[config.mk]
export PLATFORM = sky130hd
export DESIGN_NAME = fetch_flat
export DESIGN_NICKNAME = d
export VERILOG_FILES = /design/src/rtl/fetch_if.sv /design/src/rtl/fetch.sv /design/src/flat_wrapper.sv
export SDC_FILE = /design/constraint.sdc
export NUM_CORES = 1
export LEC_CHECK = 0
export CAP_MARGIN = 0
export CORE_MARGIN = 1.5
export CORE_UTILIZATION = 42
export DETAILED_ROUTE_END_ITERATION = 10
export PLACE_DENSITY = 0.78
export SETUP_SLACK_MARGIN = 0.3
export SLEW_MARGIN = 20
export SYNTH_ARGS = -nofsm -noshare
export SYNTH_HDL_FRONTEND = slang
export SYNTH_SLANG_ARGS = --single-unit
[constraint.sdc]
create_clock -name clk -period 1.7 [get_ports clk]
set_input_delay 0.34 -clock clk [delete_from_list [all_inputs] [get_ports clk]]
set_output_delay 0.34 -clock clk [all_outputs]
set_load 0.02 [all_outputs]
[src/rtl/fetch_if.sv]
// Fetch unit control/bus interface.
// Redirect, stall and halt inputs plus the instruction-slot outputs.
interface fetch_if;
  logic        stall;
  logic        halt;
  logic        br_redirect;
  logic [31:0] br_target;
  logic        exc_redirect;
  logic [31:0] exc_target;
  logic [31:0] mem_addr;
  logic [31:0] pc_out;
  logic        bubble_out;
  logic [7:0]  exc_out;
  logic [31:0] fetch_count;

  modport master (
    input  stall, halt,
    input  br_redirect, br_target,
    input  exc_redirect, exc_target,
    output mem_addr, pc_out,
    output bubble_out, exc_out,
    output fetch_count
  );

  modport slave (
    output stall, halt,
    output br_redirect, br_target,
    output exc_redirect, exc_target,
    input  mem_addr, pc_out,
    input  bubble_out, exc_out,
    input  fetch_count
  );
endinterface

[src/rtl/fetch.sv]
// Instruction fetch stage: PC register, redirects, halt/stall.
// Synchronous imem, so a slot's pc_out trails mem_addr by one cycle.
module fetch #(
  parameter logic [31:0] RESET_PC     = 32'h0000_0400,
  parameter logic [7:0]  MISALIGN_EXC = 8'h82
) (
  input  logic   clk,
  input  logic   rst_n,
  input  logic   clk_en,
  fetch_if.master bus
);

  typedef enum logic [1:0] {
    BOOT   = 2'd0,
    RUN    = 2'd1,
    HALTED = 2'd2
  } state_t;

  state_t      state_q, state_d;
  logic [31:0] pc_q, pc_d;
  logic [31:0] pc_out_q, pc_out_d;
  logic        bub_q, bub_d;
  logic [7:0]  exc_q, exc_d;
  logic [31:0] cnt_q, cnt_d;

  assign bus.mem_addr    = pc_q;
  assign bus.pc_out      = pc_out_q;
  assign bus.bubble_out  = bub_q;
  assign bus.exc_out     = exc_q;
  assign bus.fetch_count = cnt_q;

  // State and slot registers; reset forces the power-on slot.
  always_ff @(posedge clk or negedge rst_n) begin
    if (!rst_n) begin
      state_q  <= BOOT;
      pc_q     <= RESET_PC;
      pc_out_q <= '0;
      bub_q    <= 1'b1;
      exc_q    <= '0;
      cnt_q    <= '0;
    end else begin
      state_q  <= state_d;
      pc_q     <= pc_d;
      pc_out_q <= pc_out_d;
      bub_q    <= bub_d;
      exc_q    <= exc_d;
      cnt_q    <= cnt_d;
    end
  end

  // Next state: exc > halt-freeze > branch > stall > sequential.
  always_comb begin
    state_d  = state_q;
    pc_d     = pc_q;
    pc_out_d = pc_out_q;
    bub_d    = bub_q;
    exc_d    = exc_q;
    cnt_d    = cnt_q;
    if (clk_en) begin
      unique case (state_q)
        BOOT: state_d = RUN;
        default: begin
          if (bus.exc_redirect) begin
            state_d = RUN;
            pc_d    = bus.exc_target;
            bub_d   = 1'b1;
            exc_d   = '0;
          end else if (bus.halt) begin
            state_d = HALTED;
          end else if (bus.br_redirect) begin
            state_d = RUN;
            pc_d    = bus.br_target;
            bub_d   = 1'b1;
            exc_d   = '0;
          end else begin
            state_d = RUN;
            if (!bus.stall) begin
              pc_out_d = pc_q;
              bub_d    = 1'b0;
              cnt_d    = cnt_q + 32'd1;
              if (|pc_q[1:0]) begin
                exc_d = MISALIGN_EXC;
              end else begin
                exc_d = '0;
                pc_d  = pc_q + 32'd4;
              end
            end
          end
        end
      endcase
    end
  end

endmodule

[src/flat_wrapper.sv]
// flat-port wrapper written by rule: the top's interface ports become plain ports
module fetch_flat 
#(
  parameter logic [31:0] RESET_PC     = 32'h0000_0400,
  parameter logic [7:0]  MISALIGN_EXC = 8'h82
)
  (clk, rst_n, clk_en, bus_stall, bus_halt, bus_br_redirect, bus_br_target, bus_exc_redirect, bus_exc_target, bus_mem_addr, bus_pc_out, bus_bubble_out, bus_exc_out, bus_fetch_count);
  fetch_if bus_i ();
  input  logic clk;
  input  logic rst_n;
  input  logic clk_en;
  input wire logic [$bits(bus_i.stall)-1:0] bus_stall;
  input wire logic [$bits(bus_i.halt)-1:0] bus_halt;
  input wire logic [$bits(bus_i.br_redirect)-1:0] bus_br_redirect;
  input wire logic [$bits(bus_i.br_target)-1:0] bus_br_target;
  input wire logic [$bits(bus_i.exc_redirect)-1:0] bus_exc_redirect;
  input wire logic [$bits(bus_i.exc_target)-1:0] bus_exc_target;
  output wire logic [$bits(bus_i.mem_addr)-1:0] bus_mem_addr;
  output wire logic [$bits(bus_i.pc_out)-1:0] bus_pc_out;
  output wire logic [$bits(bus_i.bubble_out)-1:0] bus_bubble_out;
  output wire logic [$bits(bus_i.exc_out)-1:0] bus_exc_out;
  output wire logic [$bits(bus_i.fetch_count)-1:0] bus_fetch_count;
  assign bus_i.stall = bus_stall;
  assign bus_i.halt = bus_halt;
  assign bus_i.br_redirect = bus_br_redirect;
  assign bus_i.br_target = bus_br_target;
  assign bus_i.exc_redirect = bus_exc_redirect;
  assign bus_i.exc_target = bus_exc_target;
  assign bus_mem_addr = bus_i.mem_addr;
  assign bus_pc_out = bus_i.pc_out;
  assign bus_bubble_out = bus_i.bubble_out;
  assign bus_exc_out = bus_i.exc_out;
  assign bus_fetch_count = bus_i.fetch_count;
  fetch #(.RESET_PC(RESET_PC), .MISALIGN_EXC(MISALIGN_EXC)) u_core (.clk(clk), .rst_n(rst_n), .clk_en(clk_en), .bus(bus_i));
endmodule
==> summary.txt <==
Outcome
  • Status: complete, but fails checks
  • Failing checks: setup timing

Clock network
  • Clock Pin Slew Worst Setup and Hold Paths: 0.08 ns
  • CTS Sinks: 100
  • CTS Buf Count: 9
  • Clk root buf: clkbuf_16
  • CTS tree: yes
  • Maximum level of the CTS H-tree: 3
  • Clock Latency Late Sink: 0.36 ns
  • CTS Buffer Depth: 2

Yosys
  • Top cell type's share of synthesized area: 0.477
  • Count of different cell masters after synthesis: 50
  • Count of state elements after synthesis: 100
  • Synth top area cells: dfrtp_1, nand2_1, o21ai_0
  • Synth Flop Type: dfrtp_1
  • Mapped Avg Cell Area: 9.07 um^2
  • Post-synth ARST share: 1.00
  • Cell accounting for the most synthesized area: dfrtp_1
  • Synth Instances: 567
  • Synthesis Warnings: 0
  • Fraction of the yosys area taken by sequential cells: 0.487
  • Number of flops mapped to enable cells by yosys: 0
  • Synthesized area: ~5100 um^2

Power and ir drop
  • Pwr dens: 973 nW/um^2
  • IR drop worst, VDD: 0.000577 V
  • Leakage: approximately 4.9 nW

Placed design
  • Port Buffer Count: 169
  • Final GP Congestion: 0.863
  • Dpl hpwl: roughly 12,000 um
  • Placed cell count: 926
  • Dpl ws: -0.494 ns

Cells and area
  • Final Util: 0.816
  • Share of layout cells above drive strength 1: 0.508
  • Final net count: just under 1,000
  • Antenna Cells: 0
  • Non-Filler Instances: 1,047
  • Layout area overhead: 89.8%

Setup path
  • CP required: 1.98 ns
  • Worst setup EP type: flop
  • Launching point of the worst reg2reg path: u_core.bus.mem_addr[7]$_DFFE_PN0P_
  • Reg-to-reg setup timing slack: -0.11 ns
  • Critical Path Start Type: flop
  • Reg2reg path depth: 7
  • Worst Setup SP: u_core.bus.mem_addr[7]$_DFFE_PN0P_
  • Crit Path Class: reg2reg
  • Reg-to-reg endpoint: u_core.bus.mem_addr[21]$_DFFE_PN0P_
  • Crit-path max FO: 6
  • CP Capture Point: u_core.bus.mem_addr[21]$_DFFE_PN0P_
  • Critical Path AT: 2.09 ns

STA
  • Slew Viols, Final: 0
  • Final setup violation count: 18
  • Worst Skew: roughly 0.0089 ns
  • Final period util: 1.06
  • Achievable Freq: approximately 550 MHz
  • Final Hold Vio Count: 0
  • Setup tns final: -0.927 ns
  • Crit path time final: 1.81 ns
  • RSZ-0062 raised after global routing: true
  • Fin worst setup slack: -0.110 ns
  • WHS: 0.460 ns

GRT
  • Initial antenna violation count: 0
  • Gr ovfl total: 0
  • Vias in the first global route: 5,899
  • Gr usage total: 0.304
  • Pin count of the biggest net entering global routing: 46
  • First-pass GRT wire length: 30,700 um

Routing
  • Met1 WL: 8520 um
  • 1st-pass router iterations: 5
  • Avg WL per Cell: 21.6 um
  • Vias per cell: between 5 and 6
  • Routed Wire Length: between 20,000 and 25,000 um
  • Detail Route Antenna Nets: 0
  • Via count: 6,109
  • DRT iter0 DRCs: 585
  • DRC viols: 0
  • Top Layer Used: met4
  • Met3 wire length: between 1500 and 2000 um
  • Wire length on met2: 11,600 um

Job
  • Maxcap violations: 0

Die
  • Die extent in y: ~110 um
  • Full die area: 12,900 um^2
  • Core area: 12,000 um^2
  • Core Rows: 40
  • Starting density of the core: 0.430
  • IO Pins: 176
  • Die Span X: 114 um

Worst hold path
  • Hold Path Class: in2async
[per-layer routing]
metal  track usage  up-vias
li1              -     2672
met1         0.377     3028
met3        0.0452       71
met2         0.531      338
met4         0.133        0
met5             0        -
[sequential cells by signal, summed over array words and instances (netlist names)]
register	flops
u_core.bus.fetch_count	32
u_core.bus.mem_addr	32
u_core.bus.pc_out	32
u_core.state_q	2
u_core.bus.bubble_out	1
u_core.bus.exc_out	1
[what timing repair did]
action / CTS / global route
setup endpoints to repair: 196 / 160
hold buffers: 1 / 0
cloned: 3 / 3
resized for setup: 499 / 168
setup buffers: 49 / 49
hold endpoints to repair: 25 / 0
pin swaps: 91 / 56
[area by class of cell]
type	instances	area [um^2]
Tap cell	147	184
Inverter	13	48.8
Timing Repair Buffer	350	3360
Multi-Input combinational cell	421	3270
Fill cell	639	2210
Sequential cell	100	2540
Clock buffer	9	225
Clock inverter	7	121
[cells in the mapped netlist (5+ instances only)]
cell type / instances
a21oi_1: 19
a221oi_1: 6
a222oi_1: 5
a22oi_1: 12
a31oi_1: 12
and3_1: 14
and4_1: 5
buf_2: 6
buf_4: 8
clkbuf_1: 21
dfrtp_1: 98
inv_1: 12
nand2_1: 121
nand3_1: 23
nand4_1: 14
nor2_1: 32
nor3_1: 10
o21ai_0: 49
o21ai_1: 10
o31a_1: 5
xnor2_1: 26
xor2_1: 5
[through the flow]
| stage | area (um^2) | total power [mW] |
|---|---|---|
| after floorplan | 5330 | 4.51 |
| after global placement | 7640 | 6.09 |
| after detailed placement | 7640 | 6.17 |
| after CTS | 8960 | 8.89 |
| after global routing | 9760 | 9.85 |
| final | 9760 | 9.49 |
[worst max-delay path, stage by stage (launching register included)]
cell and delay (ns):
dfrtp_1 0.41, nand4_1 0.16, buf_4 0.19, nor4_4 0.32
buf_4 0.22, nand3_2 0.08, o31a_1 0.24, o21ai_1 0.13
[cell families after synthesis]
| logic type | synth area share |
|---|---|
| buffers and inverters | 0.0445 |
| xor gates and xnor gates | 0.0528 |
| adders and majority gates | 0.00487 |
| muxes | 0.00779 |
| AOI/OAI and AO/OA | 0.164 |
| DFF | 0.487 |
| and+or+nand+nor | 0.238 |
| other | 0.000729 |
[worst min-delay path by stage]
stage / cells past startpoint / startpoint / to
after global placement: 1 / rst_n / u_core.bus.fetch_count[7]$_DFFE_PN0P_
after detailed placement: 1 / rst_n / u_core.state_q[0]$_DFFE_PN0P_
after CTS: 3 / clk_en / u_core.state_q[0]$_DFFE_PN0P_
after floorplan: 0 / rst_n / u_core.bus.exc_out[1]$_DFFE_PN0P_
after global routing: 3 / clk_en / u_core.state_q[1]$_DFFE_PN0P_
final: 2 / rst_n / u_core.bus.fetch_count[0]$_DFFE_PN0P_
[layout by cell type (no fill, tap or decap), types with 17 or more instances in the layout]
cell type and count:
nor2_1 31, buf_6 75, nand2_1 64, buf_2 24
a21oi_1 17, o21ai_1 36, clkdlybuf4s50_1 64, xnor2_2 17
clkdlybuf4s15_1 22, nand2_4 25, buf_4 115, dfrtp_2 30
nand2_2 32, dfrtp_1 68
[where the power goes]
| group | total (mW) | internal (mW) | switching [mW] |
|---|---|---|---|
| Clock | 2.44 | 1.45 | 0.989 |
| Combinational | 3.77 | 1.84 | 1.93 |
| Sequential | 3.28 | 2.83 | 0.445 |
Power figures use the tool's default switching activity.
